### config.mk
export PLATFORM = sky130hd
export DESIGN_NAME = sram_phase_ctrl
export DESIGN_NICKNAME = d
export VERILOG_FILES = /design/src/rtl/sram_phase_ctrl_pkg.sv /design/src/rtl/sram_phase_ctrl.sv
export SDC_FILE = /design/constraint.sdc
export NUM_CORES = 1
export LEC_CHECK = 0
export BUFFER_PORTS_ARGS = -buffer_cell sky130_fd_sc_hd__buf_2
export CORE_ASPECT_RATIO = 2
export CORE_UTILIZATION = 45
export DETAILED_ROUTE_END_ITERATION = 16
export PLACE_DENSITY = 0.85
export SETUP_SLACK_MARGIN = 0.5
export SLEW_MARGIN = 20
export SYNTH_ARGS = -nofsm -noshare
export SYNTH_HDL_FRONTEND = slang
export SYNTH_SLANG_ARGS = --single-unit
### constraint.sdc
create_clock -name clk -period 3.5 [get_ports clk]
set_clock_uncertainty 0.2 [all_clocks]
set_input_delay 0.7 -clock clk [delete_from_list [all_inputs] [get_ports clk]]
set_output_delay 0.7 -clock clk [all_outputs]
set_load 0.005 [all_outputs]
### src/rtl/sram_phase_ctrl_pkg.sv
// Shared codes for the SRAM phase sequencer and the clock divider.
// Gray phase codes, reset level, FSM encodings and width defaults.
package sram_phase_ctrl_pkg;

    localparam logic RST_ENABLE = 1'b0;

    localparam logic [1:0] PH_ONE   = 2'b00;
    localparam logic [1:0] PH_TWO   = 2'b01;
    localparam logic [1:0] PH_THREE = 2'b11;
    localparam logic [1:0] PH_FOUR  = 2'b10;

    localparam int SRAM_ADDR_W = 18;
    localparam int SRAM_DATA_W = 16;

    typedef enum logic [1:0] {
        ST_IDLE   = 2'b00,
        ST_SETUP  = 2'b01,
        ST_STROBE = 2'b10,
        ST_HOLD   = 2'b11
    } state_e;

    // Divider phase each state must observe at its edge.
    function automatic logic [1:0] exp_phase(input state_e s);
        logic [1:0] ph;
        ph = PH_ONE;
        unique case (s)
            ST_IDLE:   ph = PH_ONE;
            ST_SETUP:  ph = PH_TWO;
            ST_STROBE: ph = PH_THREE;
            ST_HOLD:   ph = PH_FOUR;
        endcase
        return ph;
    endfunction

endpackage

### src/rtl/sram_phase_ctrl.sv
// One SRAM read or write per slow period, sequenced by divider phase.
// Strobes are registered; a phase-sequence break aborts and sets err.
module sram_phase_ctrl
    import sram_phase_ctrl_pkg::*;
#(
    parameter int ADDR_W = SRAM_ADDR_W,
    parameter int DATA_W = SRAM_DATA_W
) (
    input  logic              clk,
    input  logic              rst,
    input  logic [1:0]        phase,
    input  logic              req,
    input  logic              we,
    input  logic [ADDR_W-1:0] addr,
    input  logic [DATA_W-1:0] wdata,
    input  logic [DATA_W-1:0] ram_data_i,
    output logic [ADDR_W-1:0] ram_addr,
    output logic [DATA_W-1:0] ram_data_o,
    output logic              ram_data_oe,
    output logic              ram_ce_n,
    output logic              ram_oe_n,
    output logic              ram_we_n,
    output logic [DATA_W-1:0] rdata,
    output logic              rdata_valid,
    output logic              busy,
    output logic              err
);

    state_e            state_q;
    state_e            state_d;
    logic              is_wr_q;
    logic              is_wr_d;
    logic [ADDR_W-1:0] addr_d;
    logic [DATA_W-1:0] data_o_d;
    logic              data_oe_d;
    logic              ce_n_d;
    logic              oe_n_d;
    logic              we_n_d;
    logic [DATA_W-1:0] rdata_d;
    logic              rvalid_d;
    logic              busy_d;
    logic              err_d;
    logic              phase_bad;

    always_ff @(posedge clk) begin
        if (rst == RST_ENABLE) begin
            state_q     <= ST_IDLE;
            is_wr_q     <= 1'b0;
            ram_addr    <= '0;
            ram_data_o  <= '0;
            ram_data_oe <= 1'b0;
            ram_ce_n    <= 1'b1;
            ram_oe_n    <= 1'b1;
            ram_we_n    <= 1'b1;
            rdata       <= '0;
            rdata_valid <= 1'b0;
            busy        <= 1'b0;
            err         <= 1'b0;
        end else begin
            state_q     <= state_d;
            is_wr_q     <= is_wr_d;
            ram_addr    <= addr_d;
            ram_data_o  <= data_o_d;
            ram_data_oe <= data_oe_d;
            ram_ce_n    <= ce_n_d;
            ram_oe_n    <= oe_n_d;
            ram_we_n    <= we_n_d;
            rdata       <= rdata_d;
            rdata_valid <= rvalid_d;
            busy        <= busy_d;
            err         <= err_d;
        end
    end

    // IDLE never checks phase; it only waits for PH_ONE.
    assign phase_bad = (state_q != ST_IDLE)
                    && (phase != exp_phase(state_q));

    always_comb begin
        state_d   = state_q;
        is_wr_d   = is_wr_q;
        addr_d    = ram_addr;
        data_o_d  = ram_data_o;
        data_oe_d = ram_data_oe;
        ce_n_d    = ram_ce_n;
        oe_n_d    = ram_oe_n;
        we_n_d    = ram_we_n;
        rdata_d   = rdata;
        rvalid_d  = rdata_valid;
        busy_d    = busy;
        err_d     = err;

        if (phase_bad) begin
            ce_n_d    = 1'b1;
            oe_n_d    = 1'b1;
            we_n_d    = 1'b1;
            data_oe_d = 1'b0;
            busy_d    = 1'b0;
            rvalid_d  = 1'b0;
            err_d     = 1'b1;
            state_d   = ST_IDLE;
        end else begin
            unique case (state_q)
                ST_IDLE: begin
                    if (req && (phase == PH_ONE)) begin
                        is_wr_d  = we;
                        addr_d   = addr;
                        data_o_d = wdata;
                        ce_n_d   = 1'b0;
                        busy_d   = 1'b1;
                        rvalid_d = 1'b0;
                        state_d  = ST_SETUP;
                    end
                end
                ST_SETUP: begin
                    if (is_wr_q) begin
                        data_oe_d = 1'b1;
                        we_n_d    = 1'b0;
                    end else begin
                        oe_n_d = 1'b0;
                    end
                    state_d = ST_STROBE;
                end
                ST_STROBE: begin
                    // Write data stays driven one more cycle for hold.
                    if (is_wr_q) begin
                        we_n_d = 1'b1;
                    end else begin
                        rdata_d = ram_data_i;
                        oe_n_d  = 1'b1;
                    end
                    state_d = ST_HOLD;
                end
                ST_HOLD: begin
                    ce_n_d    = 1'b1;
                    data_oe_d = 1'b0;
                    busy_d    = 1'b0;
                    rvalid_d  = !is_wr_q;
                    state_d   = ST_IDLE;
                end
            endcase
        end
    end

endmodule

==> impl_metrics.tcl <==
set metrics [dict create \
    r2r_slack_ns 1.28 \
    power_density_nw_per_um2 539 \
    dieWidth_um 54.1 \
    postSynthAreaPerCell_sq_um 8.50 \
    maximum_number_of_pins_on_one_net_before_global_route_repair 40 \
    drive_gt1_share_pct 34.3 \
    die_h_um 106 \
    yosys_warnings 0 \
    gp_routability_congestion 0.867 \
    yosysSeqAreaShare_pct 49.3 \
    crit_path_max_fanout 16 \
    mostFrequentLayoutCell "buf_2" \
    finalCritPeriodShare_pct 63.3 \
    routed_wirelength_um 5630 \
    ctsRootBufferMaster "clkbuf_8" \
    postCtsSetupBuffers 0 \
    cts-buffers-inserted 9 \
    max_slew_margin_pct 53.7 \
    tightestPinTransition_ns 0.694 \
    ant_nets 0 \
    setup_viol 0 \
    timing.final.crit_period_ns 2.22 \
    ys_seq_elements 60 \
    maxCapViolCount 0 \
    port-buffer-count 112 \
    via_count 2338 \
    design.final.nets 455 \
    power_frac_clock_pct 30.4 \
    hp-class "reg -> reg" \
    rsz0062_at_grt "no" \
    dpl_wire_length_um 4140 \
    htree_num_levels 3 \
    core_area_sq_um 5180 \
    net_switching_power_uw 535 \
    tritoncts "done" \
    final_hold_slack_ns 0.249 \
    timing_worst_setup_path_type "reg -> reg" \
    share_seq_of_total_power_pct 46.0 \
    rows 37 \
    total_leakage_power_nw 1.44 \
    finalHoldViolations 0 \
    diodes 0 \
    fillCellCount 488 \
    netlist-cell-type-count 37 \
    wl_per_cell_um 12.3 \
    design.portCount 113 \
    die-area_sq_um 5740 \
    post_cts_hold_buffer_count 0 \
    crit_required_ns 3.56 \
    drt_drc_violations_left 0 \
    clock_sinks 60 \
    cts_resized 0 \
    share_comb_of_total_power_pct 23.6 \
    detail_route.first_pass.iterations 4 \
    groute.usage.overall_pct 21.1 \
    detail_route.vias_per_cell 5.12 \
    floorplan.initialDensity_pct 47.0 \
    slew_violations 0 \
    ir_worst_vdd_mv 0.466 \
    outcome "complete, no violations" \
    timing.fmax_mhz 451 \
    cellInternalPower_mw 1.17 \
    syn2layout_area_growth_pct 29.9 \
    synthCells 287 \
    finish.utilization_pct 61.1 \
    crit_path_start_kind "flip-flop" \
    timing.critical_path.arrival_ns 2.27 \
    postSynthNetCount 348 \
    leading_cell_types_in_the_layout_fill_and_taps_excluded "buf_2, nand2_1, dfxtp_1, a21oi_1, mux2i_1" \
    insertion_delay_to_the_later_sink_of_the_worst_skew_pair_ns 0.33 \
    antenna_found_initial 0 \
    critPathCaptureType "flip-flop" \
    global_route.overflow_total 0 \
    path_clk_slew_ns 0.07 \
    grt_first_pass_wirelength_um 8870 \
    switching_share_pct 31.3 \
    finalSetupTns_ns 0 \
    first_global_vias 2258 \
    cts_buffer_depth 2 \
    synth.cell_area_sq_um 2440 \
    detail_route.iter0.violations 38 \
]
## cells in the mapped netlist
library cell	number	area share [%]
nand2_1	104	16
dfxtp_1	60	49
a21oi_1	37	7.6
mux2i_1	17	7.0
clkbuf_1	7	1.1
o21ai_0	7	1.4
buf_2	6	1.2
ha_1	5	2.6
inv_1	5	0.77
nor2b_1	4	1.0
buf_4	3	0.92
a221oi_1	2	0.72
nand3_1	2	0.41
nand3b_1	2	0.62
nor2_1	2	0.31
o2111ai_1	2	0.72
or2b_1	2	0.62
a2111oi_2	1	0.62
a211oi_1	1	0.31
a21o_1	1	0.31
a22oi_1	1	0.31
a31oi_1	1	0.26
and4_1	1	0.36
buf_1	1	0.15
buf_12	1	0.82
inv_2	1	0.15
nand2b_1	1	0.26
nand4_1	1	0.26
nand4bb_1	1	0.46
nor3_1	1	0.21
nor3b_1	1	0.31
nor4bb_1	1	0.41
o2111a_1	1	0.46
o22ai_4	1	0.82
or3_1	1	0.26
or3b_2	1	0.36
xor2_2	1	0.67
## through the flow
step                cell area, sq um  std cells  setup slack (ns)  total power, mW
floorplan                       2440        287              1.61             1.07
global placement                3000        441             0.969             1.19
detailed placement              3000        441             0.923             1.20
CTS                             3170        457              1.26             1.73
global route                    3170        457              1.16             1.81
finish                          3170        457              1.28             1.71
## power groups by stage
stage | clock network [mW] | logic [mW] | registers, mW
2_1_floorplan | 0 | 0.267 | 0.802
3_3_place_gp | 0 | 0.393 | 0.797
3_5_place_dp | 0 | 0.405 | 0.799
4_1_cts | 0.536 | 0.407 | 0.785
5_1_grt | 0.572 | 0.449 | 0.793
6_report | 0.520 | 0.403 | 0.785
## kinds of logic (layout without fill, tap and decap cells)
group / Yosys count / in the layout / synth area share, %
xor gates and xnor gates: 1 / 1 / 0.667
buffers and inverters: 24 / 136 / 5.13
adders and majority gates: 5 / 5 / 2.57
DFF: 60 / 60 / 49.3
AOI/OAI and AO/OA: 55 / 55 / 13.5
muxes: 17 / 17 / 6.98
and+or+nand+nor: 125 / 125 / 21.9
## critical path, stage by stage, from the launching register on
cell and delay [ns]:
dfxtp_1 0.35, inv_1 0.12, ha_1 0.42, inv_2 0.19
o22ai_4 0.60, mux2i_1 0.27
## final timing paths
path	from	cells after the start	to
max	state_q[0]	5	rdata[2]
min	ram_addr[17]	2	ram_addr[17]
max reg2reg	state_q[0]	5	rdata[2]
min reg2reg	ram_addr[17]	2	ram_addr[17]
## routing by layer
| layer | track usage, % | part of all wire (%) | vias to the layer above |
|---|---|---|---|
| li1 | - | - | 1165 |
| met1 | 18.5 | 36 | 1071 |
| met2 | 38.2 | 56 | 86 |
| met3 | 5.29 | 5.1 | 16 |
| met4 | 14.7 | 2.9 | 0 |
| met5 | 0 | 0 | - |
## area by class of cell
type | instances | area [sq um] | share of cell area, %
flip-flops and latches | 60 | 1200 | 37.9
multi-input cells | 203 | 1130 | 35.6
clock inverters | 7 | 43.8 | 1.38
repair buffers | 114 | 576 | 18.2
clock buffers | 9 | 124 | 3.91
well taps | 58 | 72.6 | 2.29
inverters | 6 | 22.5 | 0.711
## state kept, by name, summed over array words and instances, names as in the netlist
name         count
state_q          2
is_wr_q          1
ram_ce_n         1
ram_oe_n         1
rdata_valid      1
rdata           16
ram_data_oe      1
busy             1
err              1
ram_we_n         1
ram_addr        18
ram_data_o      16
(Power assumes the default switching activity.)
